===== src/rtl/imem_arbiter_if.sv =====
// Bundle of requester, response and memory-port signals for imem_arbiter.
// The slave modport is the arbiter's view and the master modport is the environment's view.
interface imem_arbiter_if #(
    parameter int unsigned ADDR_W = 8,
    parameter int unsigned PC_W   = 20
);
    logic              ld_valid;
    logic [ADDR_W-1:0] ld_addr;
    logic [31:0]       ld_data;
    logic              ld_ready;
    logic              ld_done;
    logic              cpu_run;

    logic              fetch_req;
    logic [PC_W-1:0]   fetch_pc;
    logic              fetch_gnt;
    logic              fetch_valid;
    logic [31:0]       fetch_instr;
    logic              fetch_fault;

    logic              dbg_req;
    logic              dbg_we;
    logic [ADDR_W-1:0] dbg_addr;
    logic [31:0]       dbg_wdata;
    logic              dbg_gnt;
    logic              dbg_rvalid;
    logic [31:0]       dbg_rdata;
    logic              dbg_err;

    logic              mem_en;
    logic              mem_we;
    logic [ADDR_W-1:0] mem_addr;
    logic [31:0]       mem_wdata;
    logic [31:0]       mem_rdata;

    modport slave (
        input  ld_valid, ld_addr, ld_data, ld_done,
        input  fetch_req, fetch_pc,
        input  dbg_req, dbg_we, dbg_addr, dbg_wdata,
        input  mem_rdata,
        output ld_ready, cpu_run,
        output fetch_gnt, fetch_valid, fetch_instr, fetch_fault,
        output dbg_gnt, dbg_rvalid, dbg_rdata, dbg_err,
        output mem_en, mem_we, mem_addr, mem_wdata
    );

    modport master (
        output ld_valid, ld_addr, ld_data, ld_done,
        output fetch_req, fetch_pc,
        output dbg_req, dbg_we, dbg_addr, dbg_wdata,
        output mem_rdata,
        input  ld_ready, cpu_run,
        input  fetch_gnt, fetch_valid, fetch_instr, fetch_fault,
        input  dbg_gnt, dbg_rvalid, dbg_rdata, dbg_err,
        input  mem_en, mem_we, mem_addr, mem_wdata
    );
endinterface


===== src/rtl/imem_arbiter.sv =====
// Shares the single-port instruction memory between boot loader, CPU fetch and debug.
// Optional: IMEM_ARB_WRITE_PROTECT_EN blocks debug writes in RUN and flags them on dbg_err.
module imem_arbiter #(
    parameter int unsigned ADDR_W     = 8,
    parameter int unsigned PC_W       = 20,
    parameter int unsigned STARVE_MAX = 4,
    parameter logic [31:0] NOP_WORD   = 32'h00000013
) (
    input  logic           clk,
    input  logic           rst,
    imem_arbiter_if.slave  bus
);
    localparam int unsigned CNT_W = $clog2(STARVE_MAX + 1);

    typedef enum logic [0:0] {ST_BOOT, ST_RUN} state_e;

    state_e             state_q, state_d;
    logic [CNT_W-1:0]   starve_q, starve_d;
    logic               fetch_valid_q, fetch_valid_d;
    logic               fetch_fault_q, fetch_fault_d;
    logic               dbg_rvalid_q, dbg_rvalid_d;

    logic               ld_ready_c;
    logic               fetch_gnt_c;
    logic               dbg_gnt_c;
    logic               mem_en_c;
    logic               mem_we_c;
    logic [ADDR_W-1:0]  mem_addr_c;
    logic [31:0]        mem_wdata_c;
    logic               force_dbg_c;
    logic               fetch_bad_c;
    logic               fetch_valid_c;

    // Misaligned pc or any address bit above the memory's word range faults the fetch
    assign fetch_bad_c = (bus.fetch_pc[1:0] != 2'b00) ||
                         (|bus.fetch_pc[PC_W-1:ADDR_W+2]);

    always_comb begin
        state_d       = state_q;
        starve_d      = '0;
        ld_ready_c    = 1'b0;
        fetch_gnt_c   = 1'b0;
        dbg_gnt_c     = 1'b0;
        mem_en_c      = 1'b0;
        mem_we_c      = 1'b0;
        mem_addr_c    = '0;
        mem_wdata_c   = '0;
        force_dbg_c   = 1'b0;

        case (state_q)
            ST_BOOT: begin
                ld_ready_c = 1'b1;
                if (bus.ld_valid) begin
                    mem_en_c    = 1'b1;
                    mem_we_c    = 1'b1;
                    mem_addr_c  = bus.ld_addr;
                    mem_wdata_c = bus.ld_data;
                end
                if (bus.ld_done) begin
                    state_d = ST_RUN;
                end
            end
            ST_RUN: begin
                force_dbg_c = bus.dbg_req && (starve_q == CNT_W'(STARVE_MAX));
                if (bus.fetch_req && !force_dbg_c) begin
                    fetch_gnt_c = 1'b1;
                    if (!fetch_bad_c) begin
                        mem_en_c   = 1'b1;
                        mem_addr_c = bus.fetch_pc[ADDR_W+1:2];
                    end
                    // Debug lost this cycle: age it, saturating at the force threshold
                    if (bus.dbg_req) begin
                        starve_d = (starve_q == CNT_W'(STARVE_MAX)) ? starve_q
                                                                    : starve_q + CNT_W'(1);
                    end
                end else if (bus.dbg_req) begin
                    dbg_gnt_c   = 1'b1;
                    mem_addr_c  = bus.dbg_addr;
                    mem_wdata_c = bus.dbg_wdata;
`ifdef IMEM_ARB_WRITE_PROTECT_EN
                    mem_en_c    = !bus.dbg_we;
                    mem_we_c    = 1'b0;
`else
                    mem_en_c    = 1'b1;
                    mem_we_c    = bus.dbg_we;
`endif
                end
            end
            default: state_d = ST_BOOT;
        endcase

        fetch_valid_d = fetch_gnt_c;
        fetch_fault_d = fetch_gnt_c && fetch_bad_c;
        dbg_rvalid_d  = dbg_gnt_c && !bus.dbg_we;
    end

    always_ff @(posedge clk) begin
        if (rst) begin
            state_q       <= ST_BOOT;
            starve_q      <= '0;
            fetch_valid_q <= 1'b0;
            fetch_fault_q <= 1'b0;
            dbg_rvalid_q  <= 1'b0;
        end else begin
            state_q       <= state_d;
            starve_q      <= starve_d;
            fetch_valid_q <= fetch_valid_d;
            fetch_fault_q <= fetch_fault_d;
            dbg_rvalid_q  <= dbg_rvalid_d;
        end
    end

`ifdef IMEM_ARB_WRITE_PROTECT_EN
    logic dbg_err_q;

    always_ff @(posedge clk) begin
        if (rst) begin
            dbg_err_q <= 1'b0;
        end else begin
            dbg_err_q <= dbg_gnt_c && bus.dbg_we;
        end
    end

    assign bus.dbg_err = dbg_err_q && !rst;
`else
    assign bus.dbg_err = 1'b0;
`endif

    // Responses are masked while rst is high so a read in flight never surfaces
    assign fetch_valid_c   = fetch_valid_q && !rst;
    assign bus.fetch_valid = fetch_valid_c;
    assign bus.fetch_fault = fetch_fault_q && !rst;
    assign bus.fetch_instr = !fetch_valid_c ? 32'h0 :
                             (fetch_fault_q ? NOP_WORD : bus.mem_rdata);
    assign bus.dbg_rvalid  = dbg_rvalid_q && !rst;
    assign bus.dbg_rdata   = (dbg_rvalid_q && !rst) ? bus.mem_rdata : 32'h0;

    assign bus.cpu_run     = (state_q == ST_RUN);
    assign bus.ld_ready    = ld_ready_c;
    assign bus.fetch_gnt   = fetch_gnt_c;
    assign bus.dbg_gnt     = dbg_gnt_c;
    assign bus.mem_en      = mem_en_c;
    assign bus.mem_we      = mem_we_c;
    assign bus.mem_addr    = mem_addr_c;
    assign bus.mem_wdata   = mem_wdata_c;
endmodule


===== src/flat_wrapper.sv =====
// flat-port wrapper written by rule: the top's interface ports become plain ports
module imem_arbiter_flat 
#(
    parameter int unsigned ADDR_W     = 8,
    parameter int unsigned PC_W       = 20,
    parameter int unsigned STARVE_MAX = 4,
    parameter logic [31:0] NOP_WORD   = 32'h00000013
)
  (clk, rst, bus_ld_valid, bus_ld_addr, bus_ld_data, bus_ld_done, bus_fetch_req, bus_fetch_pc, bus_dbg_req, bus_dbg_we, bus_dbg_addr, bus_dbg_wdata, bus_mem_rdata, bus_ld_ready, bus_cpu_run, bus_fetch_gnt, bus_fetch_valid, bus_fetch_instr, bus_fetch_fault, bus_dbg_gnt, bus_dbg_rvalid, bus_dbg_rdata, bus_dbg_err, bus_mem_en, bus_mem_we, bus_mem_addr, bus_mem_wdata);
  imem_arbiter_if #(.ADDR_W(ADDR_W), .PC_W(PC_W)) bus_i ();
  input  logic clk;
  input  logic rst;
  input wire logic [$bits(bus_i.ld_valid)-1:0] bus_ld_valid;
  input wire logic [$bits(bus_i.ld_addr)-1:0] bus_ld_addr;
  input wire logic [$bits(bus_i.ld_data)-1:0] bus_ld_data;
  input wire logic [$bits(bus_i.ld_done)-1:0] bus_ld_done;
  input wire logic [$bits(bus_i.fetch_req)-1:0] bus_fetch_req;
  input wire logic [$bits(bus_i.fetch_pc)-1:0] bus_fetch_pc;
  input wire logic [$bits(bus_i.dbg_req)-1:0] bus_dbg_req;
  input wire logic [$bits(bus_i.dbg_we)-1:0] bus_dbg_we;
  input wire logic [$bits(bus_i.dbg_addr)-1:0] bus_dbg_addr;
  input wire logic [$bits(bus_i.dbg_wdata)-1:0] bus_dbg_wdata;
  input wire logic [$bits(bus_i.mem_rdata)-1:0] bus_mem_rdata;
  output wire logic [$bits(bus_i.ld_ready)-1:0] bus_ld_ready;
  output wire logic [$bits(bus_i.cpu_run)-1:0] bus_cpu_run;
  output wire logic [$bits(bus_i.fetch_gnt)-1:0] bus_fetch_gnt;
  output wire logic [$bits(bus_i.fetch_valid)-1:0] bus_fetch_valid;
  output wire logic [$bits(bus_i.fetch_instr)-1:0] bus_fetch_instr;
  output wire logic [$bits(bus_i.fetch_fault)-1:0] bus_fetch_fault;
  output wire logic [$bits(bus_i.dbg_gnt)-1:0] bus_dbg_gnt;
  output wire logic [$bits(bus_i.dbg_rvalid)-1:0] bus_dbg_rvalid;
  output wire logic [$bits(bus_i.dbg_rdata)-1:0] bus_dbg_rdata;
  output wire logic [$bits(bus_i.dbg_err)-1:0] bus_dbg_err;
  output wire logic [$bits(bus_i.mem_en)-1:0] bus_mem_en;
  output wire logic [$bits(bus_i.mem_we)-1:0] bus_mem_we;
  output wire logic [$bits(bus_i.mem_addr)-1:0] bus_mem_addr;
  output wire logic [$bits(bus_i.mem_wdata)-1:0] bus_mem_wdata;
  assign bus_i.ld_valid = bus_ld_valid;
  assign bus_i.ld_addr = bus_ld_addr;
  assign bus_i.ld_data = bus_ld_data;
  assign bus_i.ld_done = bus_ld_done;
  assign bus_i.fetch_req = bus_fetch_req;
  assign bus_i.fetch_pc = bus_fetch_pc;
  assign bus_i.dbg_req = bus_dbg_req;
  assign bus_i.dbg_we = bus_dbg_we;
  assign bus_i.dbg_addr = bus_dbg_addr;
  assign bus_i.dbg_wdata = bus_dbg_wdata;
  assign bus_i.mem_rdata = bus_mem_rdata;
  assign bus_ld_ready = bus_i.ld_ready;
  assign bus_cpu_run = bus_i.cpu_run;
  assign bus_fetch_gnt = bus_i.fetch_gnt;
  assign bus_fetch_valid = bus_i.fetch_valid;
  assign bus_fetch_instr = bus_i.fetch_instr;
  assign bus_fetch_fault = bus_i.fetch_fault;
  assign bus_dbg_gnt = bus_i.dbg_gnt;
  assign bus_dbg_rvalid = bus_i.dbg_rvalid;
  assign bus_dbg_rdata = bus_i.dbg_rdata;
  assign bus_dbg_err = bus_i.dbg_err;
  assign bus_mem_en = bus_i.mem_en;
  assign bus_mem_we = bus_i.mem_we;
  assign bus_mem_addr = bus_i.mem_addr;
  assign bus_mem_wdata = bus_i.mem_wdata;
  imem_arbiter #(.ADDR_W(ADDR_W), .PC_W(PC_W), .STARVE_MAX(STARVE_MAX), .NOP_WORD(NOP_WORD)) u_core (.clk(clk), .rst(rst), .bus(bus_i));
endmodule

===== config.mk =====
export PLATFORM = sky130hd
export DESIGN_NAME = imem_arbiter_flat
export DESIGN_NICKNAME = d
export VERILOG_FILES = /design/src/rtl/imem_arbiter_if.sv /design/src/rtl/imem_arbiter.sv /design/src/flat_wrapper.sv
export SDC_FILE = /design/constraint.sdc
export NUM_CORES = 1
export LEC_CHECK = 0
export ABC_AREA = 1
export CORE_AREA = 3 3 96 98
export CTS_CLUSTER_SIZE = 8
export DETAILED_ROUTE_END_ITERATION = 6
export DIE_AREA = 0 0 99 101
export DONT_BUFFER_PORTS = 1
export HOLD_SLACK_MARGIN = 0.15
export SYNTH_ARGS = -nofsm -noshare
export SYNTH_HDL_FRONTEND = slang
export SYNTH_SLANG_ARGS = --single-unit

===== constraint.sdc =====
create_clock -name clk -period 3.75 [get_ports clk]
set_input_delay 0.5625 -clock clk [delete_from_list [all_inputs] [get_ports clk]]
set_output_delay 0.5625 -clock clk [all_outputs]
set_load 0.01 [all_outputs]

# Word-level counts from Yosys, hierarchy flattened
# Index checks and enable logic that the tools add are counted.
# totals
register_bits	7
latchBits	0
ramBits	0
rom_bits	0
input_bits	139
out_inout_bits	114
wordCells	51
n_memories	0
# op_classes
add_sub_neg	1
n_mul	0
div	0
magnitude_cmp	0
eq_ne	1
shifts	0
n_mux	27
bitwise_logic	3
n_reduce_logical	14
# op_table
cell	n
$mux 32	6
$pmux 32 s2	1
$mux 8	4
$pmux 8 s2	1
$mux 1	13
$reduce_or 10->1	1
$logic_and 1x1->1	7
$pmux 1 s2	2
$reduce_or 4->1	1
$add 3x1->3 const B	1
$eq 3x3->1 const B	1
$logic_not 1->1	3
$not 1->1	3
$reduce_bool 2->1	1
$logic_or 1x1->1	1

# Longest topological paths before layout
# depth
word_depth	7
depth_mapped	8

# Worst setup path after synthesis
# OpenSTA, ideal clock, no wires.
# synth_timing
kind	reg2out
startpoint	register u_core.starve_q[0]
endpoint	output port bus_mem_addr[0]
arrival_time_ns	1.273
path_slack_ns	1.915
path_stages_with_launch	9
n_path_buf	1
path_cell_list	dfxtp_1 inv_1 ha_1 nand3_2 nand2_2 nor2_2 buf_4 nand4_1 nand2_1
# synth_via
elab_chain_len	6
# synth_rtl
item	line_no	text
from (decl)	imem_arbiter.sv:18	logic [CNT_W-1:0] starve_q, starve_d;
from (signal assigned)	imem_arbiter.sv:106	starve_q <= starve_d;
$eq 3x3->1	imem_arbiter.sv:64	force_dbg_c = bus.dbg_req && (starve_q == CNT_W'(STARVE_MAX));
$logic_and 1x1->1	imem_arbiter.sv:64	
$logic_not 1->1	imem_arbiter.sv:65	if (bus.fetch_req && !force_dbg_c) begin
$logic_and 1x1->1	imem_arbiter.sv:65	
$mux 8	imem_arbiter.sv:65	
$pmux 8 s2	imem_arbiter.sv:50	case (state_q)
to (decl)	flat_wrapper.sv:36	output wire logic [$bits(bus_i.mem_addr)-1:0] bus_mem_addr;
# No other way between the ends.

# Worst setup path in the final report
# layout_timing
startpoint	register u_core.starve_q[0]
endpoint	output port bus_mem_addr[1]
# The elaborated chain is that of the path after synthesis.

==> run metrics <==
Top Ports roughly 250; worst skew pair latency roughly 230 ps; FP Rows 34; clock-pin slew on the worst setup and hold paths 40 ps; Post-DRT Antenna Nets 0; CTS buffer count 3; Max Slew Vio Count 0; Leak Pwr approximately 0.00094 µW; sequential-to-total area share from yosys stat a little under a tenth; max cap viols 0; CP Class flop to output port; setup ws final 1180 ps; largest net degree at the start of global routing 42; Arr. time, crit path around 2000 ps; initial DRC count 70; hold_buf cts 0; Clock Sinks 7; Post-Syn Area ~0.0015 mm²; CTS tree yes; Final period util about two thirds; Req. time, crit path 3190 ps; TNS Setup 0 ps; RSZ-0062 raised after global routing no; Max VDD drop slightly below 0.00006 V; Die Y between 100 and 150 µm; max_slew headroom a little over a third; Post-Syn Area per Cell approximately 4.6 µm²; final-report hold violation count 0; clk buf depth 2; Setup crit end kind output port; Area Overhead vs Synth 4.49%; synth unique cells 24; final wirelength 6.95 mm; layout cells sized above 1 under 10%; vias in the first global route about 1600; GRT Residual Overflow 0; vias per cell approximately 4.6; initial antenna violation count 0; Ys Warns 0; most frequent cells in the layout nand2_1 (128), nor2_1 (75), inv_1 (48), nand3_1 (9), nand4_1 (8); worst hold path class input port to flop; fin util between 15 and 20%; postcts setup bufs 0; Mapped Cells roughly 320; syn_nets between 400 and 500; wire length per cell approximately 17 µm; CP max FO 12; Pwr Total ~290 µW; clk root buf clkbuf_8; via count around 1900; outcome complete, no violations; DRC violations left 0; H-tree levels 1; Starting Density ~17%; final setup violation count 0; post-route minimum period 2570 ps; Fin Hold WS between 400 and 500 ps; Total Die Area 0.0100 mm²; nets 449; GPL Wtd Cong 0.756; total track usage 11.7%; total core area 0.00855 mm²; Worst-Margin Slew between 900 and 1000 ps; Post-Place Setup Slack approximately 1400 ps; global-route wire length before repair 9.05 mm; Port-buffer cells 0; first-pass iteration count of the detailed router 4; cts repair resizes 0; #FFs+latches synth 7; ant diodes 0; clk_skew approximately 2.2 ps; Highest Clock Rate between 0.3 and 0.4 GHz; commonest non-fill, non-tap cell in the layout nand2_1; die width 99 µm; crit start category flop; dpl hpwl 6.23 mm; Power per Cell Area roughly 190 mW/mm²
[cells by family (layout without fill, tap and decap cells)]
group           Yosys count  after routing  synth area share [%]
other cells               1              1                 0.254
simple gates            233            233                  63.9
flops                     7              7                  9.49
fa+ha+maj                 2              2                  1.69
buf+inv                  68             56                  20.9
xor+xnor                  1              1                 0.593
compound gates            7              7                  3.14
[report_power, final]
| group | switching (µW) | leakage, µW | internal, µW | total [µW] |
|---|---|---|---|---|
| clock | 31.9 | 0.0000228 | 73.5 | 105 |
| combinational | 86.7 | 0.000860 | 24.3 | 111 |
| sequential | 1.70 | 0.0000570 | 76.8 | 78.5 |
[Yosys cell counts]
| library cell | number | area [µm²] |
|---|---|---|
| o21ai_0 | 2 | 10.0 |
| buf_8 | 1 | 15.0 |
| inv_2 | 4 | 15.0 |
| conb_1 | 1 | 3.75 |
| and2_1 | 1 | 6.26 |
| xor2_1 | 1 | 8.76 |
| nand4_1 | 8 | 50.1 |
| nand3_1 | 9 | 45.0 |
| buf_2 | 7 | 35.0 |
| nand3_2 | 1 | 10.0 |
| nor2_1 | 75 | 282 |
| nor2_2 | 2 | 12.5 |
| a21oi_1 | 4 | 20.0 |
| dfxtp_1 | 7 | 140 |
| nand2_1 | 128 | 480 |
| buf_6 | 3 | 33.8 |
| inv_1 | 48 | 180 |
| and2_0 | 1 | 6.26 |
| nand2_2 | 7 | 43.8 |
| ha_1 | 2 | 25.0 |
| nor3b_1 | 1 | 7.51 |
| clkbuf_1 | 2 | 7.51 |
| buf_4 | 3 | 22.5 |
| a21oi_4 | 1 | 16.3 |
[routing by layer]
| layer | part of all wire [%] | up-vias | GRT usage, % |
|---|---|---|---|
| li1 | - | 898 | - |
| met1 | 34 | 846 | 11.5 |
| met2 | 54 | 164 | 24.0 |
| met3 | 11 | 5 | 3.39 |
| met4 | 0.65 | 0 | 1.89 |
| met5 | 0 | - | 0 |
[critical path, cell delays in order, from the launching register on]
cell	delay, ps
dfxtp_1	320
inv_1	70
ha_1	230
nand3_2	120
nand2_2	170
nor2_2	500
nand4_1	200
nand2_1	160
[through the flow]
stage	cells	area [µm²]
floorplan	319	1480
global placement	411	1500
detailed placement	411	1500
CTS	415	1540
global route	415	1540
finish	415	1540
[layout make-up]
type                    instances  area (µm²)
fillers                      1014        7010
multi-input cells             244        1030
inverters                      52         195
flip-flops and latches          7         140
well taps                     108         135
clock buffers                   4        45.0
[worst paths after layout]
| check | start | end | slack [ps] | depth (start not counted) |
|---|---|---|---|---|
| hold reg to reg | u_core.bus.cpu_run | u_core.bus.cpu_run | 570 | 2 |
| hold / removal | rst | u_core.bus.cpu_run | 400 | 1 |
| setup / recovery | u_core.starve_q[0] | bus_mem_addr[1] | 1180 | 7 |
| setup reg to reg | u_core.starve_q[0] | u_core.dbg_rvalid_q | 1840 | 5 |
[flip-flops by register name (all words and copies together) (netlist names)]
register / cells
u_core.starve_q: 3
u_core.bus.cpu_run: 1
u_core.dbg_rvalid_q: 1
u_core.fetch_fault_q: 1
u_core.fetch_valid_q: 1
Power figures use the tool's default switching activity.
